===== config.mk =====
export PLATFORM = sky130hd
export DESIGN_NAME = i2c_arbiter
export DESIGN_NICKNAME = d
export VERILOG_FILES = /design/src/rtl/i2c_pkg.sv /design/src/rtl/rr_pick.sv /design/src/rtl/i2c_arbiter.sv
export SDC_FILE = /design/constraint.sdc
export NUM_CORES = 1
export LEC_CHECK = 0
export BUFFER_PORTS_ARGS = -buffer_cell sky130_fd_sc_hd__buf_2
export CAP_MARGIN = 20
export CORE_ASPECT_RATIO = 1.4
export CORE_MARGIN = 8
export CORE_UTILIZATION = 45
export CTS_CLUSTER_SIZE = 14
export DETAILED_ROUTE_END_ITERATION = 12
export HOLD_SLACK_MARGIN = 0.1
export PLACE_DENSITY_LB_ADDON = 0.12
export SYNTH_ARGS = -nofsm -noshare
export SYNTH_HDL_FRONTEND = slang
export SYNTH_SLANG_ARGS = --single-unit

===== constraint.sdc =====
create_clock -name clk -period 4.4 [get_ports clk]
set_input_delay 0.44 -clock clk [delete_from_list [all_inputs] [get_ports clk]]
set_output_delay 0.44 -clock clk [all_outputs]
set_load 0.005 [all_outputs]

===== src/rtl/i2c_pkg.sv =====
// Shared types for the I2C master arbiter: FSM encoding, status codes, address width.
// BACKOFF exists only when I2C_ARB_RETRY_EN is defined.
package i2c_pkg;

  localparam int unsigned ADDR_W = 7;

  typedef enum logic [1:0] {
    ERR_OK   = 2'b00,
    ERR_NACK = 2'b01,
    ERR_TMO  = 2'b10
  } err_e;

`ifdef I2C_ARB_RETRY_EN
  typedef enum logic [2:0] {IDLE, ARB, LAUNCH, WAIT, RESP, BACKOFF} arb_state_e;
`else
  typedef enum logic [2:0] {IDLE, ARB, LAUNCH, WAIT, RESP} arb_state_e;
`endif

  // Index width that never collapses to zero bits.
  function automatic int unsigned idx_w(input int unsigned n);
    return (n <= 2) ? 1 : $clog2(n);
  endfunction

endpackage


===== src/rtl/rr_pick.sv =====
// Round-robin picker: first set request searching upward from last+1 (mod NREQ).
module rr_pick
  import i2c_pkg::*;
#(
  parameter int unsigned NREQ = 4,
  localparam int unsigned IW = idx_w(NREQ)
) (
  input  logic [NREQ-1:0] req,
  input  logic [IW-1:0]   last,
  output logic [NREQ-1:0] gnt,
  output logic [IW-1:0]   idx,
  output logic            valid
);

  logic [IW-1:0] j;

  always_comb begin
    gnt   = '0;
    idx   = '0;
    valid = 1'b0;
    j     = '0;
    for (int unsigned k = 1; k <= NREQ; k++) begin
      j = IW'((32'(last) + k) % NREQ);
      if (!valid && req[j]) begin
        gnt[j] = 1'b1;
        idx    = j;
        valid  = 1'b1;
      end
    end
  end

endmodule


===== src/rtl/i2c_arbiter.sv =====
// Round-robin arbiter sharing one I2C master among NREQ requesters, with timeout abort.
// Define I2C_ARB_RETRY_EN to retry NACKed transactions after a backoff interval.
module i2c_arbiter
  import i2c_pkg::*;
#(
  parameter int unsigned NREQ        = 4,
  parameter int unsigned TIMEOUT_CYC = 65535,
  parameter int unsigned MAX_RETRY   = 3,
  parameter int unsigned BACKOFF_CYC = 255
) (
  input  logic                   clk,
  input  logic                   rst_n,
  input  logic [NREQ-1:0]        req,
  input  logic [NREQ-1:0]        req_rw,
  input  logic [ADDR_W*NREQ-1:0] req_addr,
  input  logic [8*NREQ-1:0]      req_wdata,
  output logic [NREQ-1:0]        grant,
  output logic [NREQ-1:0]        done,
  output logic [1:0]             err,
  output logic [7:0]             rdata,
  output logic                   m_ena,
  output logic                   m_rw,
  output logic [ADDR_W-1:0]      m_addr,
  output logic [7:0]             m_wdata,
  input  logic                   m_busy,
  input  logic                   m_done,
  input  logic                   m_nack,
  input  logic [7:0]             m_rdata
);

  localparam int unsigned IW = idx_w(NREQ);
  localparam int unsigned TW = idx_w(TIMEOUT_CYC);

  if (NREQ < 2 || NREQ > 8 || TIMEOUT_CYC < 2 || BACKOFF_CYC < 1 || MAX_RETRY > 255)
  begin : g_bad_cfg
    $error("i2c_arbiter: unsupported parameter combination");
  end

  arb_state_e        state_q, state_d;
  logic [NREQ-1:0]   grant_q, grant_d;
  logic [NREQ-1:0]   done_q, done_d;
  logic [IW-1:0]     own_q, own_d;
  logic [IW-1:0]     last_q, last_d;
  err_e              err_q, err_d;
  logic [7:0]        rdata_q, rdata_d;
  logic              m_ena_q, m_ena_d;
  logic              m_rw_q, m_rw_d;
  logic [ADDR_W-1:0] m_addr_q, m_addr_d;
  logic [7:0]        m_wdata_q, m_wdata_d;
  logic [TW-1:0]     cnt_q, cnt_d;
  logic              can_retry;

  logic [NREQ-1:0]   pick_gnt;
  logic [IW-1:0]     pick_idx;
  logic              pick_valid;

`ifdef I2C_ARB_RETRY_EN
  localparam int unsigned RW = idx_w(MAX_RETRY + 1);
  localparam int unsigned BW = idx_w(BACKOFF_CYC);
  logic [RW-1:0] retry_q, retry_d;
  logic [BW-1:0] bo_q, bo_d;
  assign can_retry = (retry_q < RW'(MAX_RETRY));
`else
  assign can_retry = 1'b0;
`endif

  rr_pick #(
    .NREQ (NREQ)
  ) u_rr_pick (
    .req   (req),
    .last  (last_q),
    .gnt   (pick_gnt),
    .idx   (pick_idx),
    .valid (pick_valid)
  );

  always_comb begin
    state_d   = state_q;
    grant_d   = grant_q;
    done_d    = '0;
    own_d     = own_q;
    last_d    = last_q;
    err_d     = err_q;
    rdata_d   = rdata_q;
    m_ena_d   = 1'b0;
    m_rw_d    = m_rw_q;
    m_addr_d  = m_addr_q;
    m_wdata_d = m_wdata_q;
    cnt_d     = cnt_q;
`ifdef I2C_ARB_RETRY_EN
    retry_d   = retry_q;
    bo_d      = bo_q;
`endif
    unique case (state_q)
      IDLE: begin
        // Grant and command are captured here so they are visible throughout ARB.
        if (pick_valid && !m_busy) begin
          state_d = ARB;
          grant_d = pick_gnt;
          own_d   = pick_idx;
          for (int unsigned i = 0; i < NREQ; i++) begin
            if (pick_gnt[i]) begin
              m_rw_d    = req_rw[i];
              m_addr_d  = req_addr[ADDR_W*i +: ADDR_W];
              m_wdata_d = req_wdata[8*i +: 8];
            end
          end
`ifdef I2C_ARB_RETRY_EN
          retry_d = '0;
`endif
        end
      end
      ARB: begin
        state_d = LAUNCH;
        m_ena_d = 1'b1;
      end
      LAUNCH: begin
        state_d = WAIT;
        cnt_d   = '0;
      end
      WAIT: begin
        cnt_d = cnt_q + 1'b1;
        // m_done wins over a timeout expiring in the same cycle.
        if (m_done) begin
          if (!m_nack) begin
            state_d = RESP;
            err_d   = ERR_OK;
            rdata_d = m_rdata;
            done_d  = grant_q;
          end else if (can_retry) begin
`ifdef I2C_ARB_RETRY_EN
            state_d = BACKOFF;
            bo_d    = '0;
`endif
          end else begin
            state_d = RESP;
            err_d   = ERR_NACK;
            done_d  = grant_q;
          end
        end else if (cnt_q == TW'(TIMEOUT_CYC - 2)) begin
          state_d = RESP;
          err_d   = ERR_TMO;
          done_d  = grant_q;
        end
      end
      RESP: begin
        state_d = IDLE;
        grant_d = '0;
        last_d  = own_q;
      end
`ifdef I2C_ARB_RETRY_EN
      BACKOFF: begin
        bo_d = bo_q + 1'b1;
        if (bo_q == BW'(BACKOFF_CYC - 1)) begin
          state_d = LAUNCH;
          m_ena_d = 1'b1;
          retry_d = retry_q + 1'b1;
        end
      end
`endif
      default: state_d = IDLE;
    endcase
  end

  always_ff @(posedge clk or negedge rst_n) begin
    if (!rst_n) begin
      state_q   <= IDLE;
      grant_q   <= '0;
      done_q    <= '0;
      own_q     <= '0;
      last_q    <= IW'(NREQ - 1);
      err_q     <= ERR_OK;
      rdata_q   <= '0;
      m_ena_q   <= 1'b0;
      m_rw_q    <= 1'b0;
      m_addr_q  <= '0;
      m_wdata_q <= '0;
      cnt_q     <= '0;
`ifdef I2C_ARB_RETRY_EN
      retry_q   <= '0;
      bo_q      <= '0;
`endif
    end else begin
      state_q   <= state_d;
      grant_q   <= grant_d;
      done_q    <= done_d;
      own_q     <= own_d;
      last_q    <= last_d;
      err_q     <= err_d;
      rdata_q   <= rdata_d;
      m_ena_q   <= m_ena_d;
      m_rw_q    <= m_rw_d;
      m_addr_q  <= m_addr_d;
      m_wdata_q <= m_wdata_d;
      cnt_q     <= cnt_d;
`ifdef I2C_ARB_RETRY_EN
      retry_q   <= retry_d;
      bo_q      <= bo_d;
`endif
    end
  end

  assign grant   = grant_q;
  assign done    = done_q;
  assign err     = err_q;
  assign rdata   = rdata_q;
  assign m_ena   = m_ena_q;
  assign m_rw    = m_rw_q;
  assign m_addr  = m_addr_q;
  assign m_wdata = m_wdata_q;

endmodule

* Word-level counts from Yosys, hierarchy flattened
Cells that the tools add are included.
** Storage, ports and cells
- Register bits :: 58
- Input bits :: 81
- Output and inout bits :: 35
** Operators by class
- Add/subtract/negate cells :: 5
- Magnitude comparators :: 8
- Equal/unequal tests :: 7
- Muxes and demuxes :: 54
- Bitwise gates (word level) :: 4
- Reduce and logical (&&, ||, !) cells :: 23
** Operator list (count)
- $mux W4 :: 8
- $mux W8 :: 4
- $pmux W16 S2 :: 1
- $mux W7 :: 4
- $mux W1 :: 18
- $add A16 B1 Y16 const B :: 1
- $eq A16 B16 Y1 const B :: 1
- $lt A2 B3 Y1 const B :: 4
- $mux W2 :: 6
- $or A4 B4 Y4 :: 3
- $pmux W3 S4 :: 1
- $mux W3 :: 3
- $bmux W1 S2 :: 4
- $demux W1 S2 :: 4
- $ge A2 B1 Y1 const B :: 4
- $logic_and A1 B1 Y1 :: 8
- $pmux W4 S2 :: 1
- $reduce_and A2 Y1 :: 4
- $eq A3 B2 Y1 const B :: 2
- $reduce_and A3 Y1 :: 2
- $reduce_bool A2 Y1 :: 3
- $add A2 B1 Y2 const B :: 2
- $add A2 B2 Y2 const B :: 2
- $logic_not A1 Y1 :: 4
- 7 further kinds :: 7

* Logic depth before layout (Yosys ltp)
Gate-level depths: netlist (run 1).
- Depth after elaboration :: 17
- Mapped depth :: 12
- Mapped depth without buffers :: 8

* Modules after synthesis
Synthesis (run 1) repeated with hierarchy kept, for this count alone.
** Second synthesis, totals
- Cells, all modules :: 376
- Area total of the unflattened synthesis :: 3553.4 µm²
** By module, submodules not included
- i2c_arbiter :: times used 1, cells each 308, area an instance 3027.9 µm²
- rr_pick :: times used 1, cells each 68, area an instance 525.5 µm²

* Least setup slack after synthesis (run 1)
OpenSTA, ideal clock, no wires.
- Kind :: register -> register
- Start point :: reg last_q[1]
- End point :: reg m_addr_q[0], in the netlist m_addr[0]
- Arrival :: 3.183 ns
- Required time :: 4.262 ns
- Path slack :: 1.079 ns
- Cell stages (with the launch flop) :: 12
- Clock period less this slack :: 3.321 ns
- Cell sequence :: dfstp_2 clkbuf_1 inv_1 ha_1 mux4_2 and3_4 buf_6 or3_1 buf_2 buf_6 o311ai_1 a32oi_1
** On the way
- Word-level cells in the longest chain between the ends :: 16
- Elaborated cells on any way between the ends :: 55
- Classes of those cells :: add/sub: 4; order compare: 8; mux: 27; bitwise: 3; reduce/logical: 13
** RTL lines
- start, declared :: RTL line i2c_arbiter.sv:43 : logic [IW-1:0] last_q, last_d;
- start signal, assigned :: RTL line i2c_arbiter.sv:171 : last_q <= IW'(NREQ - 1);
- start signal, assigned :: RTL line i2c_arbiter.sv:188 : last_q <= last_d;
- parallel branches: the longest is 16 deep, another holds $lt A2 B3 Y1
- end signal, assigned :: RTL line i2c_arbiter.sv:193 : m_addr_q <= m_addr_d;
- end, declared :: RTL line i2c_arbiter.sv:48 : logic [ADDR_W-1:0] m_addr_q, m_addr_d;
Parallel ways; which one is timed is not known. The select of a mux whose other input is x is not followed.
A chain may end at the register's enable or synchronous reset.

* Worst setup path after layout (run 1)
- Start point :: reg last_q[0]
- End point :: reg m_addr_q[1], in the netlist m_addr[1]
Same word-level chain as after synthesis.

==> flow_summary.toml, run 1 <==
[global_route]
grt_start_max_net_pins = 45
grt_util_met1_pct = 24.9
gr_peak_layer = "met2"
grt_pass1_wl_um = 19600
global_route.usage.met2_pct = 33.7
grt.met3_usage_pct = 3.54
grt_pass1_vias = 3966
global_route.usage.total_pct = 20.3
antenna_violations_before_repair = 0
globalRouteOverflowTotal = 0

[die]
die_x_extent_um = 95.0
coreArea_um2 = 8560
floorplan.io_pins = 116
start_util_pct = 46.0
fp.dieArea_um2 = 12000
placementRows = 40
die_h_um = 127

[clock_network]
clock_path_buffers = 2
ctsHtreeMaxLevel = 3
clock-sinks = 58
postCtsResizedCells = 0
postCtsSetupBuffers = 0
clock_insertion_delay_worst_skew_ns = 0.32
clkTransAtPathRegs_ns = 0.05
root_buffer_cell = "sky130_fd_sc_hd__clkbuf_16"
tritoncts = "built"
tritoncts.num_buffers = 9

[sta]
rsz0062_at_grt = "no"
timing.final.hold_violations = 0
timing.final.max_slew_violations = 0
worst_clock_skew_ns = 0.00403
worst_margin_pin_slew_ns = 1.06
totalNegativeSetupSlack_ns = 0
period_minus_slack_ns = 3.72
layout_setup_ws_ns = 0.683
maxSlewHeadroom_pct = 27.0
fin_crit_sh_pct = 84.5
fmax_ghz = 0.269
setup_viol_count_final = 0

[layout]
synthesis_to_layout_area_growth_pct = 22.3
final_net_count = 613
drive_gt1_share_pct = 30.4
insertedDiodeCount = 0

[route]
wl_um = 11800
remaining_drc_errors = 0
starting_drc_count_in_detailed_routing = 189
dr_total_vias = 3770
detailedRoute.firstPassIterationCount = 5
routed_via_density = 5.97
antenna_nets_post_route = 0
routed_wirelength_normalized_by_instance_count_um = 18.6

[critical_path]
worstPathCellList = "inv_1 -> ha_1 -> mux4_2 -> a22o_1 -> or3_1 -> o311ai_1 -> a32oi_1"
cp_data_arrival_time_ns = 3.89
critical_path.max_stage_delay_ns = 0.73
critPathTopFamily = "compound AO/OA/AOI/OAI gates"
kind_of_end_point_of_the_critical_path = "flop"
critical_path.n_buffers_inverters = 1
worstPathMaxFanout = 18
critical_path_data_required_time_ns = 4.57
crit_start_category = "flop"
critPathSlowestCell = "sky130_fd_sc_hd__dfstp_2"
critPathKind = "reg2reg"

[logic_synthesis]
unique_cell_type_count_in_the_yosys_netlist = 57
synthesis.instances = 424
synth_area_per_cell_um2 = 9.28
synth_flop_cell = "sky130_fd_sc_hd__dfrtp_1"
asyncSetResetFlopFracSynth_pct = 100
synthesis.nets = 515
yosys_warnings = 0
ys_seq_elements = 58
number_of_flops_mapped_to_enable_cells_by_yosys = 0
syn_area_um2 = 3940
seq_area_frac_synth_pct = 36.9

[placed_design]
pre_cts_ws_ns = 0.702
post-dp-hpwl_um = 8680
place.port_buffers = 115
gpl.final_weighted_congestion = 0.952

[power]
total_switching_power_uw = 1300
clock_power_share_pct = 22.2
power_frac_seq_pct = 28.7
switching_share_pct = 41.8
part_of_the_power_in_combinational_logic_pct = 49.0
max-vdd-ir-drop_v = 0.000376
p_int_uw = 1810
power_leakage_uw = 0.00232
pwr_density_cell_nw_per_um2 = 647

[run]
drv.max_cap_violation_count = 0

[hold_path]
hold_path.class = "in2reg"

[status]
status = "finished clean"
==> routing by layer <==
metal | up-vias | wire length [um]
met1 | 1812 | 4770
li1 | 1809 | -
met4 | 0 | 250
met5 | - | 0
met2 | 128 | 6060
met3 | 21 | 704
==> area by class of cell <==
class                   count  area, um^2
clock buffers              15         298
fillers                   765        3740
well taps                 105         131
inverters                  43         161
repair buffers            120         616
clock inverters             1        5.00
flip-flops and latches     58        1450
multi-input cells         290        2150
==> stage by stage <==
step           instance area (um^2)  total power, uW  util, %  hold WS, ns  instances
2_1_floorplan                  3940             1990        -        0.144        424
3_3_place_gp                   4500             2400     52.6        0.361        615
3_5_place_dp                   4500             2430     52.6        0.367        615
4_1_cts                        4810             3140     56.2        0.334        632
5_1_grt                        4810             3350     56.2        0.342        632
6_report                       4810             3120     56.2        0.349        632
==> cells in the final DEF (no fill, tap or decap), types with 3 or more instances in the layout <==
master | synthesis | final
sky130_fd_sc_hd__ha_1 | 10 | 10
sky130_fd_sc_hd__mux2_2 | 11 | 11
sky130_fd_sc_hd__clkbuf_8 | 0 | 5
sky130_fd_sc_hd__clkbuf_16 | 0 | 9
sky130_fd_sc_hd__nor4_1 | 3 | 3
sky130_fd_sc_hd__nand4_1 | 4 | 4
sky130_fd_sc_hd__a22o_1 | 10 | 10
sky130_fd_sc_hd__or4_1 | 4 | 4
sky130_fd_sc_hd__nand3_1 | 11 | 11
sky130_fd_sc_hd__inv_1 | 42 | 42
sky130_fd_sc_hd__nor2b_1 | 5 | 5
sky130_fd_sc_hd__o31a_1 | 16 | 16
sky130_fd_sc_hd__a32oi_1 | 16 | 16
sky130_fd_sc_hd__o21ai_0 | 22 | 22
sky130_fd_sc_hd__dfrtp_1 | 56 | 56
sky130_fd_sc_hd__mux4_2 | 3 | 3
sky130_fd_sc_hd__and4_1 | 17 | 17
sky130_fd_sc_hd__o31ai_1 | 19 | 19
sky130_fd_sc_hd__o311ai_1 | 16 | 16
sky130_fd_sc_hd__buf_2 | 5 | 115
sky130_fd_sc_hd__nand2_1 | 25 | 25
sky130_fd_sc_hd__a21oi_1 | 23 | 23
sky130_fd_sc_hd__nor2_1 | 18 | 18
sky130_fd_sc_hd__and2_1 | 7 | 7
sky130_fd_sc_hd__buf_4 | 1 | 4
sky130_fd_sc_hd__and3_1 | 3 | 3
sky130_fd_sc_hd__a31oi_1 | 3 | 3
sky130_fd_sc_hd__nor3_1 | 5 | 5
==> cells in the mapped netlist (7+ instances only) <==
| master | instances | share of area (%) |
|---|---|---|
| sky130_fd_sc_hd__a21oi_1 | 23 | 2.9 |
| sky130_fd_sc_hd__a22o_1 | 10 | 2.2 |
| sky130_fd_sc_hd__a32oi_1 | 16 | 3.6 |
| sky130_fd_sc_hd__and2_1 | 7 | 1.1 |
| sky130_fd_sc_hd__and4_1 | 17 | 3.8 |
| sky130_fd_sc_hd__clkbuf_1 | 21 | 2.0 |
| sky130_fd_sc_hd__dfrtp_1 | 56 | 36 |
| sky130_fd_sc_hd__ha_1 | 10 | 3.2 |
| sky130_fd_sc_hd__inv_1 | 42 | 4.0 |
| sky130_fd_sc_hd__mux2_2 | 11 | 3.1 |
| sky130_fd_sc_hd__nand2_1 | 25 | 2.4 |
| sky130_fd_sc_hd__nand3_1 | 11 | 1.4 |
| sky130_fd_sc_hd__nor2_1 | 18 | 1.7 |
| sky130_fd_sc_hd__o21ai_0 | 22 | 2.8 |
| sky130_fd_sc_hd__o311ai_1 | 16 | 3.6 |
| sky130_fd_sc_hd__o31a_1 | 16 | 3.6 |
| sky130_fd_sc_hd__o31ai_1 | 19 | 3.6 |
==> repair_timing <==
item | in CTS | in global routing
hold buffers | 1 | 0
setup endpoints to repair | 0 | 0
endpoints found under the hold margin | 12 | 0
==> worst register-to-register path: cells and delay by family, from the launching register on <==
kind                     cells  cell delay, ns
flip-flops                   1            0.73
AO/OA/AOI/OAI                3            1.07
multiplexers                 1            0.43
AND/OR/NAND/NOR              1            0.67
adder cells (fa/ha/maj)      1            0.44
buffers and inverters        1            0.23
==> sequential cells by signal, indices dropped and copies added (netlist names) <==
name	count
m_rw	1
cnt_q	16
rdata	8
m_addr	7
done	4
state_q	3
m_wdata	8
own_q	2
grant	4
last_q	2
m_ena	1
err	2
==> logic make-up (layout without fill, tap and decap cells) <==
logic type	Yosys count	count (layout)	share of synthesized area [%]
compound gates	148	148	28.7
fa+ha+maj	10	10	3.18
buf+inv	76	179	8.46
flops	58	58	36.9
mux	16	16	5.37
simple gates	116	116	17.4
==> worst paths after layout <==
| kind | startpoint | end | slack, ns | depth (start not counted) |
|---|---|---|---|---|
| max | last_q[0] | m_addr[1] | 0.68 | 7 |
| min | m_rdata[7] | rdata[7] | 0.35 | 2 |
| max reg2reg | last_q[0] | m_addr[1] | 0.68 | 7 |
| min reg2reg | own_q[1] | own_q[1] | 0.48 | 2 |
| max in group asynchronous | rst_n | rdata[5] | 2.95 | 3 |
| min in group asynchronous | rst_n | done[1] | 0.55 | 2 |
==> power groups by stage <==
stage / Clock, uW / Sequential [uW] / Combinational, uW
6_report: 692 / 895 / 1530
5_1_grt: 729 / 928 / 1700
4_1_cts: 709 / 898 / 1530
3_5_place_dp: 0 / 904 / 1530
3_3_place_gp: 0 / 899 / 1500
2_1_floorplan: 0 / 841 / 1150
Power figures use the tool's default switching activity.
==> run 2, diff against run 1 <==
==> constraint.sdc (replaced) <==
create_clock -name clk -period 3 [get_ports clk]
set_input_delay 0.3 -clock clk [delete_from_list [all_inputs] [get_ports clk]]
set_output_delay 0.3 -clock clk [all_outputs]
set_load 0.005 [all_outputs]
==> run 2 against run 1 <==
Against the previous run: utilization up 1.5 points; design area up 2.7%; first-iteration DRC count up 23%; largest cell class unchanged; clock skew up 0.0015 ns; non-clock buffer count up 12.
==> flow_summary.toml, run 2 (synthesis results as in run 1) <==
[layout]
multiInputGateArea_um2 = 2190
most-common-layout-cells = "115 x sky130_fd_sc_hd__buf_2, 56 x sky130_fd_sc_hd__dfrtp_1, 40 x sky130_fd_sc_hd__inv_1"
filler_cell_count = 783
postLayoutCoreUtil_pct = 57.8
drive_gt1_share_pct = 33.6
insertedDiodeCount = 0
largest_register_ff_count = 16
design_area_um2 = 4940
final_net_count = 625
seqCellArea_um2 = 1450
max_flop_register = "cnt_q"
mostFrequentLayoutCell = "sky130_fd_sc_hd__buf_2"
synthesis_to_layout_area_growth_pct = 25.7
finish.cell_count_without_fillers = 644

[hold_path]
hold_path.class = "in2async"

[sta]
fin_crit_sh_pct = 95.9
period_minus_slack_ns = 2.88
setup_viol_count_final = 0
worst_slack_on_hold_paths_ns = 0.0851
rsz0062_at_grt = "no"
timing.final.max_slew_violations = 0
timing.final.hold_violations = 0
worst_margin_pin_slew_ns = 0.853
worst_clock_skew_ns = 0.00554
fmax_ghz = 0.348
maxSlewHeadroom_pct = 43.2

[power]
pwr_density_cell_nw_per_um2 = 974
power_leakage_uw = 0.00239
design_power_total_uw = 4820
max-vdd-ir-drop_v = 0.000520

[global_route]
grt_pass1_vias = 3873
grt_pass1_wl_um = 19300
globalRouteOverflowTotal = 0
antenna_violations_before_repair = 0
global_route.usage.total_pct = 19.8
grt_start_max_net_pins = 41

[clock_network]
clock-sinks = 58
tritoncts.num_buffers = 9
postCtsSetupBuffers = 0
ctsHtreeMaxLevel = 3
clock_path_buffers = 2
clkTransAtPathRegs_ns = 0.06
clock_insertion_delay_worst_skew_ns = 0.33
tritoncts = "built"
root_buffer_cell = "sky130_fd_sc_hd__clkbuf_16"

[die]
die_x_extent_um = 95.0
fp.dieArea_um2 = 12000
floorplan.io_pins = 116
start_util_pct = 46.0
die_h_um = 127
coreArea_um2 = 8560
placementRows = 40

[run]
drv.max_cap_violation_count = 0

[critical_path]
cpMostUsedCell = "sky130_fd_sc_hd__buf_4"
critPathKind = "reg2reg"
worstPathCellList = "buf_4 -> mux4_2 -> buf_4 -> mux2_2 -> o31a_1 -> o311ai_1 -> a32oi_1"
critical_path.max_stage_delay_ns = 0.57
kind_of_end_point_of_the_critical_path = "flop"
worstPathMaxFanout = 17
critical_path_data_required_time_ns = 3.19
cp_data_arrival_time_ns = 3.07
crit_start_category = "flop"
critPathSlowestCell = "sky130_fd_sc_hd__dfstp_2"

[route]
remaining_drc_errors = 0
routed_wirelength_normalized_by_instance_count_um = 18.1
dr_total_vias = 3833
routed_via_density = 5.95
starting_drc_count_in_detailed_routing = 232
detailedRoute.firstPassIterationCount = 5
antenna_nets_post_route = 0
wl_um = 11600

[placed_design]
placement.cell_area_um2 = 4620
place.port_buffers = 115
dp_cells = 628
post-dp-hpwl_um = 8650
gpl.final_weighted_congestion = 0.868

[status]
status = "finished clean"
-- run 2: cell count changes in the layout (fill, tap and decap cells not counted), moves of 2 or more --
| cell | change |
|---|---|
| sky130_fd_sc_hd__clkinv_2 | +2 |
| sky130_fd_sc_hd__o311ai_1 | -2 |
| sky130_fd_sc_hd__clkbuf_8 | -4 |
| sky130_fd_sc_hd__o311ai_2 | +2 |
| sky130_fd_sc_hd__buf_4 | +12 |
| sky130_fd_sc_hd__inv_1 | -2 |
| sky130_fd_sc_hd__inv_2 | +2 |
-- run 2: final cells by class --
cell class / instances / share of cell area [%]
inverter: 43 / 3.26
timing repair buffer: 132 / 14.5
clock inverter: 5 / 1.09
tap: 105 / 2.66
multi-input combinational: 290 / 44.2
clock buffer: 11 / 4.91
sequential: 58 / 29.4
-- run 2: path summary, 6_finish.rpt --
kind | start | end | slack (ns) | cells after the start
setup / recovery | last_q[0] | m_wdata[5] | 0.12 | 7
hold / removal | rst_n | cnt_q[2] | 0.09 | 1
setup reg to reg | last_q[0] | m_wdata[5] | 0.12 | 7
hold reg to reg | err[1] | err[1] | 0.49 | 1
max in group asynchronous | rst_n | last_q[0] | 2.15 | 2
min in group clk | m_rdata[4] | rdata[4] | 0.21 | 2
-- run 2: report_power, final --
| group | internal, uW | switching, uW |
|---|---|---|
| sequential | 1050 | 177 |
| clock | 661 | 354 |
| combinational | 1110 | 1470 |
| total | 2820 | 2000 |
-- run 2: critical path, delay by kind of cell (launching register included) --
| kind | cells | cell delay [ns] |
|---|---|---|
| multiplexers | 2 | 0.95 |
| AO/OA/AOI/OAI | 3 | 0.88 |
| flip-flops | 1 | 0.57 |
| buffers and inverters | 2 | 0.35 |
-- run 2: stage by stage --
| stage | TNS (ns) | setup slack (ns) |
|---|---|---|
| after floorplan | 0 | 0.0138 |
| after global placement | -0.000597 | -0.000597 |
| after detailed placement | -0.00438 | -0.00438 |
| after CTS | 0 | 0.0107 |
| after global routing | 0 | 0.00685 |
| final | 0 | 0.123 |
-- run 2: timing repair --
item,4_1_cts,5_1_grt
endpoints found under the setup margin,1,16
gates resized for setup,1,4
hold buffers,0,0
-- run 2: per-layer routing --
layer	global-route usage, %	vias to the layer above	wire length, um
li1	-	1838	-
met1	24.7	1819	4760
met2	32.2	153	5810
met3	4.78	23	814
met4	6.64	0	239
met5	0	-	0
==> run 3, diff against run 2 <==
--- a/config.mk
+++ b/config.mk
@@ -9,7 +9,7 @@
 export CAP_MARGIN = 20
 export CORE_ASPECT_RATIO = 1.4
 export CORE_MARGIN = 8
-export CORE_UTILIZATION = 45
+export CORE_UTILIZATION = 47
 export CTS_CLUSTER_SIZE = 14
 export DETAILED_ROUTE_END_ITERATION = 12
 export HOLD_SLACK_MARGIN = 0.1
==> run 3 against run 2 <==
Against the previous run: register-to-register slack improved by 0.07 ns; flip-flop and latch count is the same; clock power up 9%; combinational power decreased by 3%; sequential power up 3%; count of clock-buffer cells in the layout increased by 2; cell count decreased by 0.47%; critical path type unchanged.
==> flow_summary.toml, run 3 (synthesis results as in run 1) <==
[route]
detailedRoute.firstPassIterationCount = 5
routed_via_density = 6.10
routed_wirelength_normalized_by_instance_count_um = 18.9
wl_um = 12100
antenna_nets_post_route = 0
remaining_drc_errors = 0
dr_total_vias = 3913
starting_drc_count_in_detailed_routing = 234

[critical_path]
reg2reg_slack_ns = 0.20
cpMostUsedCell = "sky130_fd_sc_hd__buf_4"
worstPathCellList = "buf_4 -> mux4_2 -> a22o_1 -> buf_4 -> nor3_1 -> a41o_1 -> buf_4 -> a32oi_1"
critical_path.n_buffers_inverters = 3
critPathKind = "reg2reg"
worstPathMaxFanout = 17
worst_r2r_path_depth = 8
timing.rr.start = "last_q[0]"
critical_path_data_required_time_ns = 3.19
critical_path.max_stage_delay_ns = 0.61
critPathSlowestCell = "sky130_fd_sc_hd__mux4_2"
critPathTopFamily = "compound AO/OA/AOI/OAI gates"
cp_data_arrival_time_ns = 2.99
worst_r2r_end = "m_addr[3]"
crit_start_category = "flop"
kind_of_end_point_of_the_critical_path = "flop"

[global_route]
grt.met3_usage_pct = 4.52
antenna_violations_before_repair = 0
gr_peak_layer = "met2"
grt_pass1_vias = 4024
grt_start_max_net_pins = 30
globalRouteOverflowTotal = 0
global_route.usage.met2_pct = 35.1
grt_util_met1_pct = 24.5
grt_pass1_wl_um = 19900
global_route.usage.total_pct = 21.2

[sta]
maxSlewHeadroom_pct = 48.8
fmax_ghz = 0.357
fin_crit_sh_pct = 93.5
timing.final.max_slew_violations = 0
worst_clock_skew_ns = 0.00542
worst_margin_pin_slew_ns = 0.768
worst_slack_on_hold_paths_ns = 0.209
period_minus_slack_ns = 2.80
setup_viol_count_final = 0
totalNegativeSetupSlack_ns = 0
timing.final.hold_violations = 0

[clock_network]
tritoncts.num_buffers = 9
postCtsSetupBuffers = 0
tritoncts = "built"
clock_insertion_delay_worst_skew_ns = 0.33
root_buffer_cell = "sky130_fd_sc_hd__clkbuf_16"
clock-sinks = 58
clock_path_buffers = 2
ctsHtreeMaxLevel = 3
clkTransAtPathRegs_ns = 0.05

[layout]
filler_cell_count = 728
insertedDiodeCount = 0
drive_gt1_share_pct = 33.2
mostFrequentLayoutCell = "sky130_fd_sc_hd__buf_2"
finish.cell_count_without_fillers = 641
synthesis_to_layout_area_growth_pct = 25.9
most-common-layout-cells = "115 x sky130_fd_sc_hd__buf_2, 56 x sky130_fd_sc_hd__dfrtp_1, 40 x sky130_fd_sc_hd__inv_1"
max_flop_register = "cnt_q"
largest_register_ff_count = 16
final_net_count = 626

[power]
power_frac_seq_pct = 26.0
switching_share_pct = 40.3
part_of_the_power_in_combinational_logic_pct = 51.4
p_int_uw = 2910
clock_power_share_pct = 22.6
total_switching_power_uw = 1960
power_leakage_uw = 0.00239
pwr_density_cell_nw_per_um2 = 983
max-vdd-ir-drop_v = 0.000500
design_power_total_uw = 4870

[die]
fp.dieArea_um2 = 11600
coreArea_um2 = 8150
die_h_um = 124
start_util_pct = 48.3
placementRows = 39
floorplan.io_pins = 116
die_x_extent_um = 93.3

[hold_path]
worstHoldPathCells = 2
min-delay-start = "m_rdata[7]"
hold_end = "rdata[7]"
hold_path.class = "in2reg"

[run]
drv.max_cap_violation_count = 0

[placed_design]
place.port_buffers = 115
dp_cells = 625
post-dp-hpwl_um = 8930
gpl.final_weighted_congestion = 0.889

[status]
status = "finished clean"
==> run 3: layer usage <==
layer | vias to the layer above | wire length [um]
met4 | 0 | 394
met2 | 166 | 6040
li1 | 1844 | -
met3 | 33 | 722
met5 | - | 0
met1 | 1870 | 4960
==> run 3: how the worst max path moves through the flow <==
stage          slack [ns]  startpoint  cells past startpoint    endpoint
2_1_floorplan        0.01   last_q[1]                     11  m_wdata[4]
3_3_place_gp         0.11   last_q[0]                      6  m_wdata[5]
3_5_place_dp         0.06   last_q[0]                      6        m_rw
4_1_cts              0.05   last_q[0]                      6        m_rw
5_1_grt             -0.02   last_q[0]                      8   m_addr[0]
6_report             0.20   last_q[0]                      8   m_addr[3]
==> run 3: final cells by class <==
class | count | area, um^2 | area share (%)
multi-input combinational | 290 | 2180 | 44.0
sequential | 58 | 1450 | 29.3
timing repair buffer | 133 | 713 | 14.4
clock buffer | 13 | 260 | 5.25
inverter | 43 | 161 | 3.26
tap | 102 | 128 | 2.58
clock inverter | 2 | 60.1 | 1.21
==> run 3: power by group through the flow <==
stage          Clock [uW]  Combinational, uW  Sequential (uW)
3_5_place_dp            0               2460             1280
4_1_cts              1120               2470             1270
2_1_floorplan           0               1730             1240
3_3_place_gp            0               2430             1270
6_report             1100               2500             1270
5_1_grt              1160               2750             1300
==> run 3: what timing repair did <==
item / CTS / global route
endpoints found under the hold margin: 12 / 0
gates resized for setup: 0 / 5
setup endpoints to repair: 0 / 16
hold buffers: 1 / 0
==> run 3: through the flow <==
step / setup slack (ns) / area [um^2] / utilization, %
6_report: 0.196 / 4950 / 60.8
3_3_place_gp: 0.107 / 4610 / 56.5
3_5_place_dp: 0.0572 / 4610 / 56.5
5_1_grt: -0.0198 / 4950 / 60.8
4_1_cts: 0.0539 / 4940 / 60.6
2_1_floorplan: 0.0138 / 3960 / -
